`config.mk`:
```
export PLATFORM = sky130hd
export DESIGN_NAME = pipe_ctrl_flat
export DESIGN_NICKNAME = d
export VERILOG_FILES = /design/src/rtl/pipe_ctrl_pkg.sv /design/src/rtl/pipe_ctrl_if.sv /design/src/rtl/pipe_ctrl_md_timer.sv /design/src/rtl/pipe_ctrl.sv /design/src/flat_wrapper.sv
export SDC_FILE = /design/constraint.sdc
export NUM_CORES = 1
export LEC_CHECK = 0
export BUFFER_PORTS_ARGS = -buffer_cell sky130_fd_sc_hd__buf_2
export CAP_MARGIN = 20
export CORE_AREA = 3 3 61 52
export DETAILED_ROUTE_END_ITERATION = 10
export DIE_AREA = 0 0 64 55
export GPL_ROUTABILITY_DRIVEN = 0
export PLACE_DENSITY = 0.83
export SLEW_MARGIN = 0
export SYNTH_ARGS = -nofsm -noshare
export SYNTH_HDL_FRONTEND = slang
export SYNTH_SLANG_ARGS = --single-unit
```
`constraint.sdc`:
```
create_clock -name clk -period 3.05 [get_ports clk]
set_clock_uncertainty 0.15 [all_clocks]
set_input_delay 0.61 -clock clk [delete_from_list [all_inputs] [get_ports clk]]
set_output_delay 0.61 -clock clk [all_outputs]
set_load 0.02 [all_outputs]
```
`src/rtl/pipe_ctrl_pkg.sv`:
```
// Shared types and constants for the pipeline stall/flush sequencer and its mult/div timer.
package pipe_ctrl_pkg;

  typedef enum logic {
    RUN = 1'b0,
    MD  = 1'b1
  } md_state_e;

  localparam int MUL_LAT_DEF = 4;
  localparam int DIV_LAT_DEF = 32;
  localparam int CNT_W       = 6;

  localparam logic [4:0] REG_ZERO = 5'd0;

  // Counter preload: the first busy cycle already holds LAT-1, so the last one holds 0.
  function automatic logic [CNT_W-1:0] md_load(input int lat);
    return CNT_W'(lat - 1);
  endfunction

endpackage

```
`src/rtl/pipe_ctrl_if.sv`:
```
// Pipeline hazard status in, pipeline register controls out, grouped for pipe_ctrl.
interface pipe_ctrl_if;

  logic        idex_memread;
  logic [4:0]  idex_rt;
  logic [4:0]  ifid_rs;
  logic [4:0]  ifid_rt;
  logic        id_md_op;
  logic        id_md_div;
  logic        id_hilo_rd;
  logic        ex_branch_taken;
  logic        mem_req;
  logic        dmem_ready;

  logic        pc_write;
  logic        ifid_write;
  logic        idex_write;
  logic        exmem_write;
  logic        ifid_flush;
  logic        ex_bubble;
  logic        md_start;
  logic        md_busy;
  logic        hilo_we;
  logic [31:0] stall_cycles;
  logic [15:0] flush_count;
  pipe_ctrl_pkg::md_state_e md_state;

  // Mult/div handshake: md_start is a one-cycle launch accepted only while md_busy
  // is low; md_busy then stays high for exactly LAT cycles and hilo_we pulses in
  // the last of them. No other launch can be accepted until md_busy drops.
  modport master (
    output idex_memread, idex_rt, ifid_rs, ifid_rt, id_md_op, id_md_div,
           id_hilo_rd, ex_branch_taken, mem_req, dmem_ready,
    input  pc_write, ifid_write, idex_write, exmem_write, ifid_flush, ex_bubble,
           md_start, md_busy, hilo_we, stall_cycles, flush_count, md_state
  );

  modport slave (
    input  idex_memread, idex_rt, ifid_rs, ifid_rt, id_md_op, id_md_div,
           id_hilo_rd, ex_branch_taken, mem_req, dmem_ready,
    output pc_write, ifid_write, idex_write, exmem_write, ifid_flush, ex_bubble,
           md_start, md_busy, hilo_we, stall_cycles, flush_count, md_state
  );

endinterface

```
`src/rtl/pipe_ctrl_md_timer.sv`:
```
// Occupancy timer for the shared mult/div unit: tracks busy cycles and times the HI/LO write.
module md_timer
  import pipe_ctrl_pkg::*;
#(
  parameter int MUL_LAT = MUL_LAT_DEF,
  parameter int DIV_LAT = DIV_LAT_DEF
) (
  input  logic      clk,
  input  logic      rst_n,
  input  logic      md_start,
  input  logic      md_div,
  output logic      md_busy,
  output logic      hilo_we,
  output md_state_e state
);

  localparam logic [CNT_W-1:0] MUL_LD  = md_load(MUL_LAT);
  localparam logic [CNT_W-1:0] DIV_LD  = md_load(DIV_LAT);
  localparam logic [CNT_W-1:0] CNT_ONE = CNT_W'(1);

  logic [CNT_W-1:0] cnt;
  logic [CNT_W-1:0] load_val;

  assign load_val = md_div ? DIV_LD : MUL_LD;

  // hilo_we is registered one step ahead so it lands in the cycle cnt reaches 0.
  always_ff @(posedge clk or negedge rst_n) begin
    if (!rst_n) begin
      state   <= RUN;
      cnt     <= '0;
      md_busy <= 1'b0;
      hilo_we <= 1'b0;
    end else begin
      case (state)
        RUN: begin
          if (md_start) begin
            state   <= MD;
            cnt     <= load_val;
            md_busy <= 1'b1;
            hilo_we <= (load_val == '0);
          end
        end
        MD: begin
          if (cnt != '0) begin
            cnt     <= cnt - CNT_ONE;
            hilo_we <= (cnt == CNT_ONE);
          end else begin
            state   <= RUN;
            md_busy <= 1'b0;
            hilo_we <= 1'b0;
          end
        end
        default: begin
          state   <= RUN;
          md_busy <= 1'b0;
          hilo_we <= 1'b0;
        end
      endcase
    end
  end

endmodule

```
`src/rtl/pipe_ctrl.sv`:
```
// Prioritised stall/flush sequencer for the 5-stage pipeline, plus mult/div occupancy.
// Optional perf counters are built only when PIPE_CTRL_PERF_EN is defined.
module pipe_ctrl
  import pipe_ctrl_pkg::*;
#(
  parameter int MUL_LAT = MUL_LAT_DEF,
  parameter int DIV_LAT = DIV_LAT_DEF
) (
  input  logic     clk,
  input  logic     rst_n,
  pipe_ctrl_if.slave bus
);

  logic      run_q;
  logic      freeze, load_use, md_hazard;
  logic      pc_write, ifid_write, idex_write, exmem_write;
  logic      ifid_flush, ex_bubble, md_start;
  logic      md_busy, hilo_we;
  md_state_e md_state;

  // Holds the reset controls until the first clock edge after rst_n rises.
  always_ff @(posedge clk or negedge rst_n) begin
    if (!rst_n) run_q <= 1'b0;
    else        run_q <= 1'b1;
  end

  assign freeze    = bus.mem_req && !bus.dmem_ready;
  assign load_use  = bus.idex_memread && (bus.idex_rt != REG_ZERO) &&
                     ((bus.idex_rt == bus.ifid_rs) || (bus.idex_rt == bus.ifid_rt));
  assign md_hazard = md_busy && (bus.id_md_op || bus.id_hilo_rd);

  always_comb begin
    pc_write    = 1'b1;
    ifid_write  = 1'b1;
    idex_write  = 1'b1;
    exmem_write = 1'b1;
    ifid_flush  = 1'b0;
    ex_bubble   = 1'b0;
    md_start    = 1'b0;
    if (!run_q) begin
      pc_write    = 1'b0;
      ifid_write  = 1'b0;
      idex_write  = 1'b0;
      exmem_write = 1'b0;
      ifid_flush  = 1'b1;
      ex_bubble   = 1'b1;
    end else if (freeze) begin
      pc_write    = 1'b0;
      ifid_write  = 1'b0;
      idex_write  = 1'b0;
      exmem_write = 1'b0;
    end else if (bus.ex_branch_taken) begin
      ifid_flush  = 1'b1;
      ex_bubble   = 1'b1;
    end else if (load_use || md_hazard) begin
      pc_write    = 1'b0;
      ifid_write  = 1'b0;
      ex_bubble   = 1'b1;
    end else if (bus.id_md_op) begin
      md_start    = 1'b1;
    end
  end

  md_timer #(
    .MUL_LAT (MUL_LAT),
    .DIV_LAT (DIV_LAT)
  ) u_md_timer (
    .clk      (clk),
    .rst_n    (rst_n),
    .md_start (md_start),
    .md_div   (bus.id_md_div),
    .md_busy  (md_busy),
    .hilo_we  (hilo_we),
    .state    (md_state)
  );

`ifdef PIPE_CTRL_PERF_EN
  logic [31:0] stall_q;
  logic [15:0] flush_q;

  always_ff @(posedge clk or negedge rst_n) begin
    if (!rst_n) begin
      stall_q <= '0;
      flush_q <= '0;
    end else begin
      if (run_q && !pc_write && (stall_q != '1)) stall_q <= stall_q + 32'd1;
      if (run_q && ifid_flush && (flush_q != '1)) flush_q <= flush_q + 16'd1;
    end
  end

  assign bus.stall_cycles = stall_q;
  assign bus.flush_count  = flush_q;
`else
  assign bus.stall_cycles = '0;
  assign bus.flush_count  = '0;
`endif

  assign bus.pc_write    = pc_write;
  assign bus.ifid_write  = ifid_write;
  assign bus.idex_write  = idex_write;
  assign bus.exmem_write = exmem_write;
  assign bus.ifid_flush  = ifid_flush;
  assign bus.ex_bubble   = ex_bubble;
  assign bus.md_start    = md_start;
  assign bus.md_busy     = md_busy;
  assign bus.hilo_we     = hilo_we;
  assign bus.md_state    = md_state;

endmodule

```
`src/flat_wrapper.sv`:
```
// flat-port wrapper written by rule: the top's interface ports become plain ports
module pipe_ctrl_flat import pipe_ctrl_pkg::*;
#(
  parameter int MUL_LAT = MUL_LAT_DEF,
  parameter int DIV_LAT = DIV_LAT_DEF
)
  (clk, rst_n, bus_idex_memread, bus_idex_rt, bus_ifid_rs, bus_ifid_rt, bus_id_md_op, bus_id_md_div, bus_id_hilo_rd, bus_ex_branch_taken, bus_mem_req, bus_dmem_ready, bus_pc_write, bus_ifid_write, bus_idex_write, bus_exmem_write, bus_ifid_flush, bus_ex_bubble, bus_md_start, bus_md_busy, bus_hilo_we, bus_stall_cycles, bus_flush_count, bus_md_state);
  pipe_ctrl_if bus_i ();
  input  logic clk;
  input  logic rst_n;
  input wire logic [$bits(bus_i.idex_memread)-1:0] bus_idex_memread;
  input wire logic [$bits(bus_i.idex_rt)-1:0] bus_idex_rt;
  input wire logic [$bits(bus_i.ifid_rs)-1:0] bus_ifid_rs;
  input wire logic [$bits(bus_i.ifid_rt)-1:0] bus_ifid_rt;
  input wire logic [$bits(bus_i.id_md_op)-1:0] bus_id_md_op;
  input wire logic [$bits(bus_i.id_md_div)-1:0] bus_id_md_div;
  input wire logic [$bits(bus_i.id_hilo_rd)-1:0] bus_id_hilo_rd;
  input wire logic [$bits(bus_i.ex_branch_taken)-1:0] bus_ex_branch_taken;
  input wire logic [$bits(bus_i.mem_req)-1:0] bus_mem_req;
  input wire logic [$bits(bus_i.dmem_ready)-1:0] bus_dmem_ready;
  output wire logic [$bits(bus_i.pc_write)-1:0] bus_pc_write;
  output wire logic [$bits(bus_i.ifid_write)-1:0] bus_ifid_write;
  output wire logic [$bits(bus_i.idex_write)-1:0] bus_idex_write;
  output wire logic [$bits(bus_i.exmem_write)-1:0] bus_exmem_write;
  output wire logic [$bits(bus_i.ifid_flush)-1:0] bus_ifid_flush;
  output wire logic [$bits(bus_i.ex_bubble)-1:0] bus_ex_bubble;
  output wire logic [$bits(bus_i.md_start)-1:0] bus_md_start;
  output wire logic [$bits(bus_i.md_busy)-1:0] bus_md_busy;
  output wire logic [$bits(bus_i.hilo_we)-1:0] bus_hilo_we;
  output wire logic [$bits(bus_i.stall_cycles)-1:0] bus_stall_cycles;
  output wire logic [$bits(bus_i.flush_count)-1:0] bus_flush_count;
  output wire logic [$bits(bus_i.md_state)-1:0] bus_md_state;
  assign bus_i.idex_memread = bus_idex_memread;
  assign bus_i.idex_rt = bus_idex_rt;
  assign bus_i.ifid_rs = bus_ifid_rs;
  assign bus_i.ifid_rt = bus_ifid_rt;
  assign bus_i.id_md_op = bus_id_md_op;
  assign bus_i.id_md_div = bus_id_md_div;
  assign bus_i.id_hilo_rd = bus_id_hilo_rd;
  assign bus_i.ex_branch_taken = bus_ex_branch_taken;
  assign bus_i.mem_req = bus_mem_req;
  assign bus_i.dmem_ready = bus_dmem_ready;
  assign bus_pc_write = bus_i.pc_write;
  assign bus_ifid_write = bus_i.ifid_write;
  assign bus_idex_write = bus_i.idex_write;
  assign bus_exmem_write = bus_i.exmem_write;
  assign bus_ifid_flush = bus_i.ifid_flush;
  assign bus_ex_bubble = bus_i.ex_bubble;
  assign bus_md_start = bus_i.md_start;
  assign bus_md_busy = bus_i.md_busy;
  assign bus_hilo_we = bus_i.hilo_we;
  assign bus_stall_cycles = bus_i.stall_cycles;
  assign bus_flush_count = bus_i.flush_count;
  assign bus_md_state = bus_i.md_state;
  pipe_ctrl #(.MUL_LAT(MUL_LAT), .DIV_LAT(DIV_LAT)) u_core (.clk(clk), .rst_n(rst_n), .bus(bus_i));
endmodule
```
# [Yosys cells after proc, flatten, opt, wreduce, memory -nomap -nowiden]
# Index checks and enable logic that the tools add are counted.
[word_totals] ff_bits=10 output_inout_bits=58
[classes] addsub=1 eq_ne=6 muxes=31 n_bitwise=1 n_reduce_logical=13
[op_table] op="$mux W1" count=24
[op_table] op="$mux W6" count=2
[op_table] op="$pmux W6 S2" count=1
[op_table] op="$eq A5 B5 Y1" count=2
[op_table] op="$eq A6 B1 Y1 const B" count=1
[op_table] op="$logic_not A6 Y1" count=1
[op_table] op="$pmux W1 S2" count=3
[op_table] op="$reduce_bool A6 Y1" count=1
[op_table] op="$sub A6 B1 Y6 const B" count=1
[op_table] op="$mux W5" count=1
[op_table] op="$reduce_bool A5 Y1" count=1
[op_table] op="$logic_and A1 B1 Y1" count=4
[op_table] op="$ne A2 B2 Y1 const B" count=2
[op_table] op="$reduce_and A2 Y1" count=2
[op_table] op="$logic_or A1 B1 Y1" count=3
[op_table] op="$ne A2 B1 Y1 const B" count=1
[op_table] op="$logic_not A1 Y1" count=1
[op_table] op="$not A1 Y1" count=1

# [Logic depth before layout (Yosys ltp)]
[depth] word_depth=10 depth_mapped=6 depth_no_buf=6

# [Modules after synthesis]
# From an unflattened synthesis, not the netlist that was laid out.
[hier_totals] cells_unflattened=139 hier_area_um2=1137.3
[by_module_without_submodules] mod="pipe_ctrl" instances=1 cells_per_inst=87 area_per_inst_um2=626.9 seq_area_each_um2=25.0
[by_module_without_submodules] mod="md_timer" instances=1 cells_per_inst=52 area_per_inst_um2=510.5 seq_area_each_um2=225.2

# [Worst setup path after synthesis]
# Ideal clock, no wire load.
[synth_timing] path_kind="input to output" start="input bus_idex_rt[0]" end="output bus_pc_write" t_arrival_ns=1.865 slack_ns=0.425 cell_stages=6 path_cell_list="or4_1 > o21ai_1 > inv_1 > a21oi_1 > o21a_1 > buf_4"
[synth_between] elab_chain_cells=8 word_cells_on_any_way=11
[synth_lines] element="start, declared" line_no="flat_wrapper.sv:12" source="input wire logic [$bits(bus_i.idex_rt)-1:0] bus_idex_rt;"
[synth_lines] element="$eq A5 B5 Y1 / $reduce_bool A5 Y1 (equally long branches)" line_no="pipe_ctrl.sv:29, pipe_ctrl.sv:28"
[synth_lines] element="$logic_or A1 B1 Y1 / $logic_and A1 B1 Y1 (equally long branches)" line_no="pipe_ctrl.sv:29, pipe_ctrl.sv:28"
[synth_lines] element="$logic_and A1 B1 Y1 (*)" line_no="pipe_ctrl.sv:28" source="assign load_use = bus.idex_memread && (bus.idex_rt != REG_ZERO) &&"
[synth_lines] element="$logic_or A1 B1 Y1 (*)" line_no="pipe_ctrl.sv:55" source="end else if (load_use || md_hazard) begin"
[synth_lines] element="$mux W1 (*) (4 in a row)"
[synth_lines] element="end, declared" line_no="flat_wrapper.sv:21" source="output wire logic [$bits(bus_i.pc_write)-1:0] bus_pc_write;"
# Mark *: on every way between the ends. The rest lies on a longest branch, timed or not.

# [Final worst setup path]
[layout_timing] start="input bus_idex_rt[0]" end="output bus_md_start"
[layout_between] elab_chain_cells=8 word_cells_on_any_way=11
[layout_lines] element="$eq A5 B5 Y1 / $reduce_bool A5 Y1 (equally long branches)" line_no="pipe_ctrl.sv:29, pipe_ctrl.sv:28"
[layout_lines] element="$logic_or A1 B1 Y1 / $logic_and A1 B1 Y1 (equally long branches)" line_no="pipe_ctrl.sv:29, pipe_ctrl.sv:28"
[layout_lines] element="$logic_and A1 B1 Y1 (*)" line_no="pipe_ctrl.sv:28"
[layout_lines] element="$logic_or A1 B1 Y1 (*)" line_no="pipe_ctrl.sv:55"
[layout_lines] element="$mux W1 (*)" line_no="pipe_ctrl.sv:55"
[layout_lines] element="$mux W1 (*)" line_no="pipe_ctrl.sv:52" source="end else if (bus.ex_branch_taken) begin"
[layout_lines] element="$mux W1 (*)" line_no="pipe_ctrl.sv:47" source="end else if (freeze) begin"
[layout_lines] element="$mux W1 (*)" line_no="pipe_ctrl.sv:40" source="if (!run_q) begin"
[layout_lines] element="end, declared" line_no="flat_wrapper.sv:27" source="output wire logic [$bits(bus_i.md_start)-1:0] bus_md_start;"
# Marked as above.

==> reports/results.tsv <==
metric	value	unit
share of layout cells above drive strength 1	22.1	%
I/O Buffers	33	
Initial Utilization	42.1	%
Max Cap Violations	0	
sequential share of power	37.5	%
Layout Nets	200	
maximum VDD drop	0.281	mV
crit path DAT	2.04	ns
LEAKAGE	0.637	nW
Worst path slowest cell	or4_1	
min cycle time layout	2.80	ns
CP Capture Type	output pin	
latest clock arrival within the worst-skew pair	0.26	ns
H-tree levels	1	
outcome	finished, final reports clean	
Tcrit/Tclk final	91.8	%
Yosys Warn Count	0	
worst-case hold slack	0.0457	ns
ANT cells	0	
NetSw	0.125	mW
clock slew at reported path FFs	0.06	ns
initial antenna violation count	0	
logic gate share of total power	30.5	%
R2R depth	6	
chip height	55	um
Worst Tran Pin Value	0.711	ns
clock buffer depth	2	
first drt pass iteration count	4	
setup TNS	0	ns
leading register cell type out of synthesis	dfrtp_1	
worst path cell trace	buf_2 -> or4_1 -> o21ai_1 -> inv_1 -> a21o_2 -> inv_1 -> buf_2	
EDFF count, synth	0	
Max Clk Rate	357	MHz
Root Driver	clkbuf_4	
Slew HR	51.4	%
Row Count	17	
Overall Global Routing Usage	10.8	%
number of setup violations in the final report	0	
WP data required	2.29	ns
clock sinks	10	
RSZ-0062 raised after global routing	no	
CTS resizes	0	
Slew Limit Fails	0	
Async S/R FF share, synth	100	%
core area	2660	um^2
number of global-route vias before repair	713	
CTS tree	yes	
worst r2r src	u_core.u_md_timer.cnt[0]	
Netlist cell types	32	
CP peak stage delay	0.51	ns
end point of the critical path	bus_md_start	
Pint	0.233	mW
post-synthesis cell area	1120	um^2
Total Power	0.358	mW
Worst Setup Slack, final	0.249	ns
Sw Share	34.9	%
hold crit path type	input port to async pin	
Place WS	0.269	ns
CP startpoint	bus_idex_rt[0]	
register area share after synthesis	22.4	%
HPWL Detailed	1690	um
post-layout util	43.8	%
Mapped Cells	139	
Final Hold Viols	0	
Syn Area/Cell	8.05	um^2
largest net degree at the start of global routing	15	
critical path type	input port to output pin	
Area growth, synth to finish	4.14	%
FF-to-FF End	u_core.u_md_timer.cnt[5]	
critical path fanouts, max	6	
Inserted Clock Buffers	3	
Antenna Nets Post-Route	0	
Clock power frac	32.1	%
routed wire length	1960	um
DR iter-0 viols	11	
via count	839	
hold-fix buffers at CTS	0	
power density over the cells	307	nW/um^2
Remaining DRCs	0	
I/O pin cnt	82	
die area	3520	um^2
setup bufs post-CTS	0	
Seq cells post-synth	10	
Die X	64	um
r2r setup slk	0.90	ns
first-pass GRT wire length	2960	um
routed wire length per instance	9.32	um
mean number of vias per cell	4.00	
element type at the critical path start	input port	
GR Overflow Total	0	
## worst max-delay path, delay by kind of cell
kind                   cells  cell delay, ns
AOI/OAI and AO/OA          2            0.38
and+or+nand+nor            1            0.51
buffers and inverters      4            0.54
## worst min-delay path by stage
| stage | start | end |
|---|---|---|
| after floorplan | rst_n | u_core.run_q |
| after global placement | rst_n | u_core.u_md_timer.cnt[2] |
| after detailed placement | rst_n | u_core.u_md_timer.cnt[4] |
| after CTS | rst_n | u_core.u_md_timer.cnt[3] |
| after global routing | rst_n | u_core.u_md_timer.cnt[1] |
| final | rst_n | u_core.u_md_timer.state |
## metrics by stage
| step | cells | area (um^2) |
|---|---|---|
| floorplan | 186 | 1290 |
| detailed placement | 206 | 1130 |
| CTS | 210 | 1160 |
| global route | 210 | 1160 |
| finish | 210 | 1160 |
| global placement | 206 | 1130 |
## cell families (layout without fill, tap and decap cells)
group	Yosys count	after routing	share of synthesized area [%]
compound gates	24	24	15.2
xor+xnor	14	14	11.0
fa+ha+maj	3	3	3.36
buf+inv	63	49	37.9
flops	10	10	22.4
other cells	2	49	0.671
simple gates	23	23	9.51
## state kept, by name, indices dropped and copies added, names as in the netlist
| register | flops |
|---|---|
| u_core.u_md_timer.state | 1 |
| u_core.u_md_timer.cnt | 6 |
| u_core.u_md_timer.md_busy | 1 |
| u_core.run_q | 1 |
| u_core.u_md_timer.hilo_we | 1 |
## Yosys cell counts, types with 2 or more instances
library cell / count / area share [%]
conb_1: 2 / 0.67
o21ai_0: 5 / 2.2
dfrtp_1: 10 / 22
nand3_1: 4 / 1.8
nand2_1: 10 / 3.4
buf_4: 50 / 34
o22ai_1: 2 / 1.1
inv_1: 11 / 3.7
a211oi_1: 2 / 1.3
nor2_1: 4 / 1.3
ha_1: 3 / 3.4
xnor2_1: 13 / 10
a31oi_1: 2 / 1.1
o311ai_1: 3 / 2.3
## power by group through the flow
stage          logic, mW  clock network (mW)  registers [mW]
2_1_floorplan      0.129                   0           0.136
3_3_place_gp       0.107                   0           0.136
3_5_place_dp       0.108                   0           0.136
4_1_cts            0.108               0.118           0.134
5_1_grt            0.120               0.125           0.134
6_report           0.109               0.115           0.134
## layer usage
| metal | global-route usage [%] | share of wire [%] | wire length [um] |
|---|---|---|---|
| met3 | 3.64 | 7.8 | 153 |
| met5 | 0 | 0 | 0 |
| met4 | 2.15 | 0 | 0 |
| met1 | 12.6 | 41 | 800 |
| met2 | 19.6 | 51 | 1000 |
## cell usage in the layout, fill, tap and decap left out, drive strengths merged
| cell | Yosys | layout |
|---|---|---|
| a2111o | 1 | 1 |
| a2111oi | 1 | 1 |
| a211oi | 2 | 2 |
| a21boi | 1 | 1 |
| a21o | 1 | 1 |
| a21oi | 1 | 1 |
| a22oi | 1 | 1 |
| a31oi | 2 | 2 |
| a32o | 1 | 1 |
| buf | 50 | 33 |
| clkbuf | 1 | 4 |
| clkinv | 1 | 1 |
| conb | 2 | 49 |
| dfrtp | 10 | 10 |
| ha | 3 | 3 |
| inv | 11 | 11 |
| nand2 | 10 | 10 |
| nand2b | 1 | 1 |
| nand3 | 4 | 4 |
| nand4 | 1 | 1 |
| nor2 | 4 | 4 |
| nor3b | 1 | 1 |
| nor4 | 1 | 1 |
| o21a | 1 | 1 |
| o21ai | 6 | 6 |
| o22ai | 2 | 2 |
| o311ai | 3 | 3 |
| o31ai | 1 | 1 |
| or4 | 1 | 1 |
| xnor2 | 13 | 13 |
| xor2 | 1 | 1 |
## layout make-up
cell class	count	area, um^2
fillers	277	1490
multi-input cells	113	621
flip-flops and latches	10	250
repair buffers	33	165
well taps	38	47.5
inverters	12	45.0
clock buffers	4	36.3
Note: power is estimated with default switching activity, not from simulation.
